$ cat config.mk
export PLATFORM = sky130hd
export DESIGN_NAME = float_mul_issue_queue
export DESIGN_NICKNAME = d
export VERILOG_FILES = /design/src/rtl/float_issue_pkg.sv /design/src/rtl/float_job_fifo.sv /design/src/rtl/float_mul_issue_queue.sv
export SDC_FILE = /design/constraint.sdc
export NUM_CORES = 1
export LEC_CHECK = 0
export BUFFER_PORTS_ARGS = -buffer_cell sky130_fd_sc_hd__buf_2
export CORE_MARGIN = 2
export CORE_UTILIZATION = 40
export CTS_BUF_LIST = sky130_fd_sc_hd__clkbuf_8
export CTS_CLUSTER_SIZE = 8
export DETAILED_ROUTE_END_ITERATION = 7
export PLACE_DENSITY = 0.58
export SYNTH_ARGS = -nofsm -noshare
export SYNTH_HDL_FRONTEND = slang
export SYNTH_SLANG_ARGS = --single-unit
export TNS_END_PERCENT = 20
$ cat constraint.sdc
create_clock -name clk -period 6.45 [get_ports clk]
set_input_delay 0.9675 -clock clk [delete_from_list [all_inputs] [get_ports clk]]
set_output_delay 0.9675 -clock clk [all_outputs]
set_load 0.005 [all_outputs]
$ cat src/rtl/float_issue_pkg.sv
// Shared types for the float multiplier issue queue: operand job record and issue FSM states.
package float_issue_pkg;

    localparam int float_width   = 32;
    localparam int JOB_TAG_WIDTH = 4;

    typedef struct packed {
        logic [float_width-1:0]   a;
        logic [float_width-1:0]   b;
        logic [JOB_TAG_WIDTH-1:0] tag;
    } mul_job_t;

    typedef enum logic [1:0] {
        IDLE,
        ISSUE,
        WAIT,
        HOLD
    } mul_issue_state_t;

endpackage

$ cat src/rtl/float_job_fifo.sv
// Synchronous FIFO of mul_job_t entries; DEPTH must be a power of two so the pointers wrap naturally.
module float_job_fifo
    import float_issue_pkg::*;
#(
    parameter int DEPTH = 4
) (
    input  logic                       clk,
    input  logic                       rst,
    input  logic                       push,
    input  logic                       pop,
    input  mul_job_t                   wdata,
    output mul_job_t                   rdata,
    output logic                       full,
    output logic                       empty,
    output logic [$clog2(DEPTH+1)-1:0] count
);

    localparam int PW = $clog2(DEPTH);
    localparam int CW = $clog2(DEPTH+1);

    mul_job_t        mem_q [DEPTH];
    logic [PW-1:0]   wrPtr_q;
    logic [PW-1:0]   rdPtr_q;
    logic [CW-1:0]   count_q;
    logic            pushEn;
    logic            popEn;

    // Requests against a full or empty FIFO are dropped rather than corrupting the pointers.
    assign pushEn = push && !full;
    assign popEn  = pop && !empty;

    always_ff @(posedge clk or posedge rst) begin
        if (rst) begin
            wrPtr_q <= '0;
            rdPtr_q <= '0;
            count_q <= '0;
        end else begin
            if (pushEn) begin
                wrPtr_q <= wrPtr_q + PW'(1);
            end
            if (popEn) begin
                rdPtr_q <= rdPtr_q + PW'(1);
            end
            count_q <= count_q + CW'(pushEn) - CW'(popEn);
        end
    end

    always_ff @(posedge clk) begin
        if (pushEn) begin
            mem_q[wrPtr_q] <= wdata;
        end
    end

    assign rdata = mem_q[rdPtr_q];
    assign full  = (count_q == CW'(DEPTH));
    assign empty = (count_q == '0);
    assign count = count_q;

endmodule

$ cat src/rtl/float_mul_issue_queue.sv
// Feeds float_mul_pipeline one tagged job at a time and returns products in order.
// Optional watchdog on the multiplier ack is enabled by FLOAT_MUL_ISSUE_TIMEOUT_EN.
module float_mul_issue_queue
    import float_issue_pkg::*;
#(
    parameter int DEPTH     = 4,
    parameter int TAG_WIDTH = JOB_TAG_WIDTH,
    parameter int TIMEOUT   = 100
) (
    input  logic                   clk,
    input  logic                   rst,
    input  logic                   in_valid,
    output logic                   in_ready,
    input  logic [float_width-1:0] in_a,
    input  logic [float_width-1:0] in_b,
    input  logic [TAG_WIDTH-1:0]   in_tag,
    output logic                   mul_req,
    output logic [float_width-1:0] mul_a,
    output logic [float_width-1:0] mul_b,
    input  logic                   mul_ack,
    input  logic [float_width-1:0] mul_out,
    output logic                   res_valid,
    input  logic                   res_ready,
    output logic [float_width-1:0] res_out,
    output logic [TAG_WIDTH-1:0]   res_tag,
    output logic                   timeout_err
);

    localparam int CW = $clog2(DEPTH+1);

    mul_issue_state_t       state_q;
    mul_job_t               fifoWdata;
    mul_job_t               fifoRdata;
    logic                   fifoFull;
    logic                   fifoEmpty;
    logic [CW-1:0]          fifoCount;
    logic [CW-1:0]          countNext;
    logic                   push;
    logic                   pop;
    logic                   inReady_q;
    logic                   inReady_d;
    logic                   mulReq_q;
    logic [float_width-1:0] jobA_q;
    logic [float_width-1:0] jobB_q;
    logic [TAG_WIDTH-1:0]   jobTag_q;
    logic                   resValid_q;
    logic [float_width-1:0] resOut_q;

    assign fifoWdata = '{a: in_a, b: in_b, tag: in_tag};
    assign push      = in_valid && inReady_q && !fifoFull;
    assign pop       = (state_q == IDLE) && !fifoEmpty;

    float_job_fifo #(
        .DEPTH (DEPTH)
    ) u_fifo (
        .clk   (clk),
        .rst   (rst),
        .push  (push),
        .pop   (pop),
        .wdata (fifoWdata),
        .rdata (fifoRdata),
        .full  (fifoFull),
        .empty (fifoEmpty),
        .count (fifoCount)
    );

    // in_ready is registered from the next occupancy so it reads 0 throughout reset.
    assign countNext = fifoCount + CW'(push) - CW'(pop);
    assign inReady_d = (countNext != CW'(DEPTH));

    always_ff @(posedge clk or posedge rst) begin
        if (rst) begin
            inReady_q <= 1'b0;
        end else begin
            inReady_q <= inReady_d;
        end
    end

`ifdef FLOAT_MUL_ISSUE_TIMEOUT_EN
    localparam int TW = $clog2(TIMEOUT+1);

    logic [TW-1:0] wdCnt_q;
    logic          timeoutErr_q;
`endif

    always_ff @(posedge clk or posedge rst) begin
        if (rst) begin
            state_q    <= IDLE;
            mulReq_q   <= 1'b0;
            jobA_q     <= '0;
            jobB_q     <= '0;
            jobTag_q   <= '0;
            resValid_q <= 1'b0;
            resOut_q   <= '0;
`ifdef FLOAT_MUL_ISSUE_TIMEOUT_EN
            wdCnt_q      <= '0;
            timeoutErr_q <= 1'b0;
`endif
        end else begin
            case (state_q)
                IDLE: begin
                    if (!fifoEmpty) begin
                        jobA_q   <= fifoRdata.a;
                        jobB_q   <= fifoRdata.b;
                        jobTag_q <= fifoRdata.tag;
                        mulReq_q <= 1'b1;
                        state_q  <= ISSUE;
                    end
                end
                ISSUE: begin
                    mulReq_q <= 1'b0;
                    state_q  <= WAIT;
`ifdef FLOAT_MUL_ISSUE_TIMEOUT_EN
                    wdCnt_q  <= '0;
`endif
                end
                WAIT: begin
                    if (mul_ack) begin
                        resOut_q   <= mul_out;
                        resValid_q <= 1'b1;
                        state_q    <= HOLD;
                    end
`ifdef FLOAT_MUL_ISSUE_TIMEOUT_EN
                    // Fires at the end of the TIMEOUT-th cycle spent waiting without an ack.
                    else if (wdCnt_q == TW'(TIMEOUT - 1)) begin
                        resOut_q     <= '0;
                        resValid_q   <= 1'b1;
                        timeoutErr_q <= 1'b1;
                        state_q      <= HOLD;
                    end else begin
                        wdCnt_q <= wdCnt_q + TW'(1);
                    end
`endif
                end
                HOLD: begin
                    if (res_ready) begin
                        resValid_q <= 1'b0;
                        state_q    <= IDLE;
                    end
                end
                default: begin
                    state_q <= IDLE;
                end
            endcase
        end
    end

`ifdef FLOAT_MUL_ISSUE_TIMEOUT_EN
    assign timeout_err = timeoutErr_q;
`else
    assign timeout_err = 1'b0;
`endif

    assign in_ready  = inReady_q;
    assign mul_req   = mulReq_q;
    assign mul_a     = jobA_q;
    assign mul_b     = jobB_q;
    assign res_valid = resValid_q;
    assign res_out   = resOut_q;
    assign res_tag   = jobTag_q;

endmodule
==> results.cfg <==
[place]
place_inst = 1424
place_congestion = 0.697
port_buffers = 207
dpl_cell_area_um2 = 15800
dpl.hpwl_um = 16200

[floorplanning]
die_h_um = 193
dieArea_um2 = 37300
start_util = 0.404
ios = 209
die_w_um = 193
rows = 69
core_region_area_um2 = 35400

[cts]
tritoncts = yes
clock_path_buffers = 3
htreeDepth = 3
clock-sinks = 384
holdBufCountCts = 0
clkTransAtPathRegs_ps = 60
clk_latency_ps = 580
postCtsSetupBuffers = 0
cts_buffers = 66
clock_tree.root_cell = clkbuf_8
post_cts_resized = 0

[synth]
syn_nets = 899
ys_ff_latch = 384
yosysMostFrequentCell = edfxtp_1
synthCells = 780
yosysSeqAreaShare = 0.767
yosysTopAreaCell = edfxtp_1
synth_area_um2 = 14300
yosysUniqueCellTypes = 28
synthFlopType = edfxtp_1
netlist_top_cells_area = edfxtp_1 57%, dfrtp_1 20%, mux4_2 11%
syn_area_per_cell_um2 = 18.3
synth-async-reset-ratio = 0.292
synth_top_cells_by_count = 272 x edfxtp_1, 208 x nand2_1, 112 x dfrtp_1, 68 x mux4_2, 34 x mux2_2
yosys_warnings = 0
synth_top_cell_area_share = 0.571
synth-edff-count = 272

[critical_path]
crit_fanout = 46
critPathKind = register to register
reg2reg_to = u_fifo.mem_q[1][26]
cpMaxStageDelayCell = buf_4
crit_arrival_ps = 2740
rr_worst_depth = 4
cpPeakStageDelay_ps = 670
cp-startpoint = u_fifo.count[1]
end_kind = register
critPathCapture = u_fifo.mem_q[1][26]
crit_path_start_kind = register
rrSetupSlack_ps = 3900
cp.required_ps = 6640
timing.rr.start = u_fifo.count[1]
path_cells = nor2_1 > a21oi_2 > and2_4 > buf_4

[route]
drcViolationCount = 0
vias = 7388
viasPerCell = 4.78
wl_per_cell_um = 18.8
wirelength_um = 29000
drtPass1Iterations = 4
ant_nets = 0
drt-initial-drc-count = 300

[global_routing]
gr-total-overflow = 0
antenna_found_initial = 6
grt_pass1_wl_um = 43900
grt_usage = 0.159
grt_max_degree = 76
grt_pass1_vias = 7715

[sta]
hold_violations = 0
setup-tns-final_ps = 0
slew_violations = 0
min_period_ps = 2550
slew_headroom = 0.380
rsz0062_at_grt = no
tightest_slew_ps = 931
finalSetupViolCount = 0
finalCritPeriodShare = 0.395
max_freq_mhz = 392
fin_skew_ps = 26.1

[finish]
syn_to_final_growth_pct = 19.4
nets = 1150
finalNonFillerCells = 1545
design_area_um2 = 17100
utilization = 0.482
drive_gt1_frac = 0.384

[power]
power_density_nw_per_um2 = 467
worst_ir_drop_vdd_mv = 0.323
p_leak_uw = 0.00689

[flow_run]
drv_cap = 0

[min_path]
hold_class = register to register

[outcome]
run_status = complete, no violations
==> power by group <==
group | total [uW] | internal [uW] | switching [uW]
logic | 2170 | 1030 | 1140
clock network | 2060 | 1130 | 931
registers | 3740 | 3380 | 363
==> per-layer routing <==
metal / up-vias / part of all wire / global-route usage / routed length (um)
li1: 3396 / - / - / -
met1: 3718 / 0.43 / 0.206 / 12600
met2: 220 / 0.47 / 0.254 / 13600
met3: 46 / 0.080 / 0.0509 / 2320
met4: 8 / 0.018 / 0.0548 / 509
met5: - / 0.0014 / 0 / 42
==> worst min-delay path by stage <==
stage / start / to / slack [ps] / cells after the start
4_1_cts: mul_b[20] / mul_b[20] / 470 / 2
6_report: mul_a[20] / mul_a[20] / 470 / 2
3_5_place_dp: mul_b[20] / mul_b[20] / 460 / 2
3_3_place_gp: mul_b[29] / mul_b[29] / 450 / 2
2_1_floorplan: mul_a[13] / mul_a[13] / 470 / 2
5_1_grt: res_tag[2] / res_tag[2] / 500 / 2
==> cells in the final DEF (no fill, tap or decap) <==
cell type   synthesis  routed
diode_2             0       2
dfrtp_4             0       2
clkinv_1            0       7
mux4_2             68      68
nor3_1              1       1
xnor2_1             3       3
o31ai_4             1       1
a21oi_2             1       1
ha_1               12      12
buf_2              11     207
conb_1              1       1
edfxtp_1          272     272
inv_6               0       1
dfrtp_1           112     110
nand3b_1            1       1
mux2_2             34      34
nor2b_1             1       1
buf_4               7      10
fa_1                2       2
xor2_1              3       3
nand2_1           208     208
clkbuf_8            0      81
a21oi_1             3       3
o21ai_0             2       2
clkinv_2            0       3
mux2i_1             1       1
nor2_1              3       3
inv_1              11      37
and2_4              0       4
clkinvlp_4          0       2
a221oi_2            1       1
==> cell families after synthesis <==
family / Yosys count / synth area share
AOI/OAI and AO/OA: 8 / 0.00490
and+or+nand+nor: 218 / 0.0585
DFF: 384 / 0.767
other: 1 / 0.000262
buffers and inverters: 46 / 0.0175
adders and majority gates: 14 / 0.0133
xor gates and xnor gates: 6 / 0.00368
muxes: 103 / 0.135
==> worst max-delay path: cells and delay by family (launching register included) <==
| kind | cells | cell delay (ps) |
|---|---|---|
| buffers and inverters | 1 | 670 |
| and+or+nand+nor | 2 | 580 |
| DFF | 1 | 530 |
| AOI/OAI and AO/OA | 1 | 340 |
==> cell type report <==
| cell class | instances | area [um^2] |
|---|---|---|
| fill | 3130 | 18300 |
| antenna | 2 | 5.00 |
| sequential | 384 | 11000 |
| inverter | 12 | 51.3 |
| clock buffer | 81 | 1110 |
| tap | 461 | 577 |
| clock inverter | 38 | 153 |
| timing repair buffer | 217 | 1110 |
| multi-input combinational | 350 | 3090 |
==> metrics by stage <==
step / power (uW) / worst slack [ps] / hold slack [ps]
2_1_floorplan: 5240 / 2520 / 468
3_3_place_gp: 6020 / 3380 / 452
3_5_place_dp: 6060 / 3380 / 459
4_1_cts: 8170 / 3760 / 473
5_1_grt: 8550 / 3600 / 495
6_report: 7980 / 3900 / 466
==> state kept, by name, summed over array words and instances, names as in the netlist <==
signal and count:
u_fifo.mem_q 272, mul_a 32, mul_b 32, res_out 32, res_tag 4, u_fifo.count 3, state_q 2, u_fifo.rdPtr_q 2
u_fifo.wrPtr_q 2, in_ready 1, mul_req 1, res_valid 1
(Power assumes the default switching activity.)
